`src/rtl/alu_pkg.sv`:
```
// Shared definitions for the ALU command front end: function codes, frame header,
// controller states and status-byte layout.
package alu_pkg;

  localparam logic [3:0] FUN_ADD    = 4'b0000;
  localparam logic [3:0] FUN_SUB    = 4'b0001;
  localparam logic [3:0] FUN_MUL    = 4'b0010;
  localparam logic [3:0] FUN_DIV    = 4'b0011;
  localparam logic [3:0] FUN_AND    = 4'b0100;
  localparam logic [3:0] FUN_OR     = 4'b0101;
  localparam logic [3:0] FUN_NAND   = 4'b0110;
  localparam logic [3:0] FUN_NOR    = 4'b0111;
  localparam logic [3:0] FUN_XOR    = 4'b1000;
  localparam logic [3:0] FUN_XNOR   = 4'b1001;
  localparam logic [3:0] FUN_CMP_EQ = 4'b1010;
  localparam logic [3:0] FUN_CMP_GT = 4'b1011;
  localparam logic [3:0] FUN_CMP_LT = 4'b1100;
  localparam logic [3:0] FUN_SHR    = 4'b1101;
  localparam logic [3:0] FUN_SHL    = 4'b1110;

  localparam logic [3:0] SYNC_HDR = 4'hA;

  typedef logic [2:0] state_t;
  localparam state_t S_IDLE     = 3'd0;
  localparam state_t S_GET_A    = 3'd1;
  localparam state_t S_GET_B    = 3'd2;
  localparam state_t S_EXEC     = 3'd3;
  localparam state_t S_CAPT     = 3'd4;
  localparam state_t S_SEND_RES = 3'd5;
  localparam state_t S_SEND_STS = 3'd6;

  localparam int DIV0_BIT = 7;

endpackage

```
`src/rtl/alu_frame_rx.sv`:
```
// Receive side of the command link: header check, little-endian operand assembly
// and inter-byte timeout. Emits single-cycle events that steer the main FSM.
module alu_frame_rx
  import alu_pkg::*;
#(
  parameter int         WIDTH   = 16,
  parameter int         WFUN    = 4,
  parameter logic [3:0] SYNC    = SYNC_HDR,
  parameter int         TIMEOUT = 255
) (
  input  logic             i_clk,
  input  logic             i_rst,
  input  state_t           i_state,
  input  logic [7:0]       i_rx_data,
  input  logic             i_rx_valid,
  output logic             o_rx_ready,
  output logic [WIDTH-1:0] o_a,
  output logic [WIDTH-1:0] o_b,
  output logic [WFUN-1:0]  o_fun,
  output logic             o_hdr_ok,
  output logic             o_hdr_bad,
  output logic             o_a_done,
  output logic             o_frame_done,
  output logic             o_timeout
);

  localparam int NBYTES = WIDTH / 8;
  localparam int CW     = (NBYTES > 1) ? $clog2(NBYTES) : 1;
  localparam int TW     = $clog2(TIMEOUT + 1);

  logic [CW-1:0] r_cnt;
  logic [TW-1:0] r_to_cnt;
  logic          w_in_get;
  logic          w_acc;
  logic          w_last;
  logic          w_sync;

  assign w_in_get     = (i_state == S_GET_A) || (i_state == S_GET_B);
  assign o_rx_ready   = !i_rst && ((i_state == S_IDLE) || w_in_get);
  assign w_acc        = i_rx_valid && o_rx_ready;
  assign w_last       = (r_cnt == CW'(NBYTES - 1));
  assign w_sync       = (i_rx_data[7:4] == SYNC);
  assign o_hdr_ok     = w_acc && (i_state == S_IDLE) && w_sync;
  assign o_hdr_bad    = w_acc && (i_state == S_IDLE) && !w_sync;
  assign o_a_done     = w_acc && (i_state == S_GET_A) && w_last;
  assign o_frame_done = w_acc && (i_state == S_GET_B) && w_last;
  // Fires at the end of the TIMEOUT-th consecutive cycle without a byte.
  assign o_timeout    = w_in_get && !w_acc && (r_to_cnt == TW'(TIMEOUT - 1));

  always_ff @(posedge i_clk) begin
    if (i_rst) begin
      r_cnt    <= '0;
      r_to_cnt <= '0;
      o_a      <= '0;
      o_b      <= '0;
      o_fun    <= '0;
    end else begin
      if (o_hdr_ok) begin
        o_fun <= i_rx_data[WFUN-1:0];
        r_cnt <= '0;
      end
      if (w_acc && w_in_get) begin
        for (int i = 0; i < NBYTES; i++) begin
          if (r_cnt == CW'(i)) begin
            if (i_state == S_GET_A) o_a[8*i +: 8] <= i_rx_data;
            else                    o_b[8*i +: 8] <= i_rx_data;
          end
        end
        r_cnt <= w_last ? '0 : r_cnt + 1'b1;
      end
      if (!w_in_get || w_acc) r_to_cnt <= '0;
      else                    r_to_cnt <= r_to_cnt + 1'b1;
    end
  end

endmodule

```
`src/rtl/alu_cmd_ctrl.sv`:
```
// Command front end for the registered ALU: takes a framed command, drives the ALU,
// waits out its register stage, then returns result bytes plus a status byte.
module alu_cmd_ctrl
  import alu_pkg::*;
#(
  parameter int         WIDTH   = 16,
  parameter int         WFUN    = 4,
  parameter int         WFLAG   = 4,
  parameter logic [3:0] SYNC    = SYNC_HDR,
  parameter int         TIMEOUT = 255
) (
  input  logic             CLK,
  input  logic             RST,
  input  logic [7:0]       RX_DATA,
  input  logic             RX_VALID,
  output logic             RX_READY,
  output logic [7:0]       TX_DATA,
  output logic             TX_VALID,
  input  logic             TX_READY,
  output logic [WIDTH-1:0] A,
  output logic [WIDTH-1:0] B,
  output logic [WFUN-1:0]  ALU_FUN,
  input  logic [WIDTH-1:0] ALU_OUT,
  input  logic [WFLAG-1:0] Flags_out,
  output logic             BUSY,
  output logic             FRM_ERR,
  output state_t           o_dbg_state
);

  // Both links: a byte moves on a clock edge where VALID && READY are both high;
  // the sender holds DATA/VALID stable until that happens.
  localparam int NBYTES = WIDTH / 8;
  localparam int CW     = (NBYTES > 1) ? $clog2(NBYTES) : 1;

  state_t           r_state, w_next;
  logic [WIDTH-1:0] r_result;
  logic [7:0]       r_status;
  logic [CW-1:0]    r_tx_cnt;
  logic             r_frm_err;
  logic             w_hdr_ok, w_hdr_bad, w_a_done, w_frame_done, w_timeout;
  logic             w_tx_acc, w_tx_last, w_div0;
  logic [7:0]       w_status, w_res_byte;

  alu_frame_rx #(
    .WIDTH(WIDTH), .WFUN(WFUN), .SYNC(SYNC), .TIMEOUT(TIMEOUT)
  ) u_rx (
    .i_clk       (CLK),
    .i_rst       (RST),
    .i_state     (r_state),
    .i_rx_data   (RX_DATA),
    .i_rx_valid  (RX_VALID),
    .o_rx_ready  (RX_READY),
    .o_a         (A),
    .o_b         (B),
    .o_fun       (ALU_FUN),
    .o_hdr_ok    (w_hdr_ok),
    .o_hdr_bad   (w_hdr_bad),
    .o_a_done    (w_a_done),
    .o_frame_done(w_frame_done),
    .o_timeout   (w_timeout)
  );

  assign TX_VALID    = (r_state == S_SEND_RES) || (r_state == S_SEND_STS);
  assign BUSY        = (r_state != S_IDLE);
  assign FRM_ERR     = r_frm_err;
  assign o_dbg_state = r_state;
  assign w_tx_acc    = TX_VALID && TX_READY;
  assign w_tx_last   = (r_tx_cnt == CW'(NBYTES - 1));

  always_comb begin
    // Divide by zero overrides whatever the ALU produced.
    w_div0             = (ALU_FUN == WFUN'(FUN_DIV)) && (B == '0);
    w_status           = '0;
    w_status[DIV0_BIT] = w_div0;
    w_status[WFLAG-1:0] = Flags_out;
    w_res_byte         = '0;
    for (int i = 0; i < NBYTES; i++) begin
      if (r_tx_cnt == CW'(i)) w_res_byte = r_result[8*i +: 8];
    end
    TX_DATA = '0;
    if (r_state == S_SEND_RES)      TX_DATA = w_res_byte;
    else if (r_state == S_SEND_STS) TX_DATA = r_status;
  end

  always_comb begin
    w_next = r_state;
    case (r_state)
      S_IDLE:     if (w_hdr_ok) w_next = S_GET_A;
      S_GET_A:    if (w_timeout) w_next = S_IDLE;
                  else if (w_a_done) w_next = S_GET_B;
      S_GET_B:    if (w_timeout) w_next = S_IDLE;
                  else if (w_frame_done) w_next = S_EXEC;
      S_EXEC:     w_next = S_CAPT;
      S_CAPT:     w_next = S_SEND_RES;
      S_SEND_RES: if (w_tx_acc && w_tx_last) w_next = S_SEND_STS;
      S_SEND_STS: if (w_tx_acc) w_next = S_IDLE;
      default:    w_next = S_IDLE;
    endcase
  end

  always_ff @(posedge CLK) begin
    if (RST) begin
      r_state   <= S_IDLE;
      r_result  <= '0;
      r_status  <= '0;
      r_tx_cnt  <= '0;
      r_frm_err <= 1'b0;
    end else begin
      r_state   <= w_next;
      r_frm_err <= w_hdr_bad || w_timeout;
      if (r_state == S_CAPT) begin
        r_result <= w_div0 ? '1 : ALU_OUT;
        r_status <= w_status;
        r_tx_cnt <= '0;
      end else if (r_state == S_SEND_RES && w_tx_acc) begin
        r_tx_cnt <= w_tx_last ? '0 : r_tx_cnt + 1'b1;
      end
    end
  end

endmodule

```
`config.mk`:
```
export PLATFORM = sky130hd
export DESIGN_NAME = alu_cmd_ctrl
export DESIGN_NICKNAME = d
export VERILOG_FILES = /design/src/rtl/alu_pkg.sv /design/src/rtl/alu_frame_rx.sv /design/src/rtl/alu_cmd_ctrl.sv
export SDC_FILE = /design/constraint.sdc
export NUM_CORES = 1
export LEC_CHECK = 0
export BUFFER_PORTS_ARGS = -buffer_cell sky130_fd_sc_hd__buf_2
export CAP_MARGIN = 30
export CORE_ASPECT_RATIO = 1.2
export CORE_MARGIN = 2
export CORE_UTILIZATION = 47
export DETAILED_ROUTE_END_ITERATION = 8
export GPL_ROUTABILITY_DRIVEN = 0
export PLACE_DENSITY = 0.75
export SYNTH_ARGS = -nofsm -noshare
export SYNTH_HDL_FRONTEND = slang
export SYNTH_HIERARCHICAL = 1
export SYNTH_SLANG_ARGS = --single-unit
```
`constraint.sdc`:
```
create_clock -name CLK -period 1.75 [get_ports CLK]
set_input_delay 0.175 -clock CLK [delete_from_list [all_inputs] [get_ports CLK]]
set_output_delay 0.175 -clock CLK [all_outputs]
set_load 0.01 [all_outputs]
```
==> impl_metrics.yaml <==
run_status:
  status: "complete, no violations"
timing:
  fin_ws_ns: 0.00630
  fin_setup_tns_ns: 0
  tightest_slew_ns: 0.367
  period_share: 0.996
  fin_worst_skew_ns: 0.00978
  max_freq_mhz: 573
  rsz0062_at_grt: "yes"
  finalHoldViolations: 0
  post-route-min-period_ns: 1.74
  drv_slew: 0
  finalSetupViolCount: 0
  slew-limit-headroom: 0.753
pwr:
  leakagePower_uw: 0.00163
  power_uw: 3940
  powerDensity_nw_per_um2: 953
  peakVddDrop_uv: 627
worst_setup_path:
  critPathCaptureType: "flip-flop"
  crit_buf_inv: 1
  worstPathMaxFanout: 3
  reg2reg_depth: 8
  crit_required_ns: 1.99
  crit_type: "reg -> reg"
  start_kind: "flip-flop"
  r2r-end: "o_dbg_state[0]"
  reg2reg_slack_ns: 0.006
  r2r_start: "u_rx/r_to_cnt[0]"
  critPathTopFamily: "simple AND/OR/NAND/NOR gates"
  startpoint: "u_rx/r_to_cnt[0]"
  slowest_delay_ns: 0.36
  crit_chain: "inv_2, ha_4, nand4b_1, nor4_2, nor2_2, a221oi_2, mux2i_1, nor2_1"
  timing.critical_path.arrival_ns: 1.99
  cpMaxStageDelayCell: "nor4_2"
run:
  maxCapViolations: 0
synth:
  synth.distinct_cells: 52
  yosys-top-cells-count: "71 x dfxtp_1, 36 x a21oi_1, 36 x nand3_1"
  synth_edf_count: 0
  ys_top_cells_by_area: "dfxtp_1 45%, a21oi_1 5.6%, nand3_1 5.6%"
  synth_nets: 383
  synth_ff_type: "dfxtp_1"
  async_flop_share: 0
  synth-warning-count: 6
  synthCells: 349
  yosysSeqAreaShare: 0.445
  yosysMostFrequentCell: "dfxtp_1"
  synth_top_area_frac: 0.445
  yosys.area.top_type: "dfxtp_1"
  synth_area_per_cell_um2: 9.15
  syn_area_um2: 3190
  ys_ff_latch: 71
clocking:
  cts_root_buf: "clkbuf_8"
  cts_hold_buf: 0
  cts_sinks: 71
  clock_path_buffers: 2
  cts_max_level: 3
  clock_latency_ns: 0.35
  path_clk_slew_ns: 0.08
  numCtsBuffers: 9
  cts_tree: "yes"
grt:
  grt_max_degree: 28
  grt_pass1_vias: 2875
  grt_overflow_total: 0
  grt_antenna_before_repair: 0
  grt_pass1_wl_um: 13500
  grtUsageTotal: 0.227
floorplanning:
  die_w_um: 79.2
  io_pins: 83
  num_rows: 32
  die_height_um: 94.3
  core_area_um2: 6490
  die_area_um2: 7470
  initial_core_util: 0.492
layout:
  areaGrowthSynthToFinish_pct: 29.4
  design_area_um2: 4130
  drive_gt1_frac: 0.376
  nets: 478
  diodes: 0
  post-route-util: 0.637
placed_design:
  io_buffer_count: 82
  dpl_cell_area_um2: 3830
  place_ws_ns: 0.0422
  hpwl_um: 5780
drt:
  ant_nets: 0
  wire_per_inst_um: 15.7
  drt_wl_total_um: 8390
  drt_first_pass_iters: 6
  vias: 3047
  vias_per_cell: 5.71
  post-route-drc-count: 0
  drt_iter0_drc: 183
min_path:
  min_to: "r_status[0]"
  min_from: "Flags_out[0]"
  whs_path_depth: 3
  hp-class: "in -> reg"
## stage by stage
step,hold slack [ns],std cells
CTS,0.0739,532
detailed placement,0.429,515
finish,0.0774,534
floorplan,0.321,349
global route,0.0846,534
global placement,0.419,515
## metal layers
layer / share of wire / vias up / global-route usage / wire length [um]
met5: 0 / - / 0 / 0
met4: 0.016 / 0 / 0.0934 / 131
met3: 0.070 / 12 / 0.0433 / 584
met2: 0.51 / 115 / 0.391 / 4280
met1: 0.41 / 1451 / 0.276 / 3400
li1: - / 1469 / - / -
## area by class of cell
type	instances	area, um^2
Fill cell	564	2350
Multi-Input combinational cell	241	1680
Sequential cell	71	1440
Timing Repair Buffer	113	667
Clock buffer	10	128
Tap cell	85	106
Clock inverter	6	85.1
Inverter	8	30.0
## power breakdown
part           leakage (uW)  switching (uW)  internal (uW)
clock              0.000102             617            798
combinational      0.000949             464            357
sequential         0.000575            42.4           1660
## worst max-delay path by stage
| stage | end | slack, ns | cells past startpoint |
|---|---|---|---|
| global route | o_dbg_state[0] | -0.12 | 8 |
| detailed placement | o_dbg_state[0] | 0.04 | 8 |
| global placement | o_dbg_state[0] | 0.08 | 8 |
| finish | o_dbg_state[0] | 0.006 | 8 |
| CTS | o_dbg_state[0] | 0.006 | 8 |
| floorplan | o_dbg_state[0] | -0.03 | 7 |
## kinds of logic (layout without fill, tap and decap cells)
| kind of cell | after synthesis | count (layout) | synth area share |
|---|---|---|---|
| simple gates | 107 | 107 | 0.193 |
| mux | 14 | 14 | 0.0443 |
| buf+inv | 37 | 137 | 0.0564 |
| fa+ha+maj | 2 | 2 | 0.00784 |
| xor+xnor | 6 | 6 | 0.0188 |
| compound gates | 112 | 112 | 0.234 |
| flops | 71 | 71 | 0.445 |
## registers in the layout (all words and copies together) (netlist names)
name and cells:
r_result 16, u_rx/o_a 16, u_rx/o_b 16, u_rx/r_to_cnt 8, r_status 5, u_rx/o_fun 4
o_dbg_state 3, FRM_ERR 1, r_tx_cnt 1, u_rx/r_cnt 1
## timing repair
action	4_1_cts	5_1_grt
gates resized for setup	9	12
hold endpoints to repair	0	0
buffers inserted	1	3
endpoints found under the setup margin	8	4
pin swaps	0	6
gates cloned	0	0
## cells in the final DEF, fill, tap and decap left out, drive strengths merged, types with 2 or more instances in the layout
cell type	Yosys	routed
buf	12	113
nor2b	6	6
nand4	2	2
nor2	25	25
a311oi	3	3
or3	4	4
nor3	4	4
clkbuf	17	10
nand4bb	2	2
ha	2	2
o21ai	42	42
xnor2	3	3
o221a	16	16
xor2	3	3
and4bb	2	2
dfxtp	71	71
clkinv	0	2
nand3	36	36
a21oi	39	39
o22ai	2	2
inv	8	8
a31o	3	3
o311ai	2	2
nand2	10	10
nand2b	2	2
clkinvlp	0	2
nor4	5	5
mux2i	13	13
or4	2	2
bufinv	0	2
## worst min-delay path, stage by stage
cell and delay (ns):
buf_2 0.08, mux2i_1 0.06, nor2_1 0.07
No activity file was read; power rests on OpenSTA's default activity.
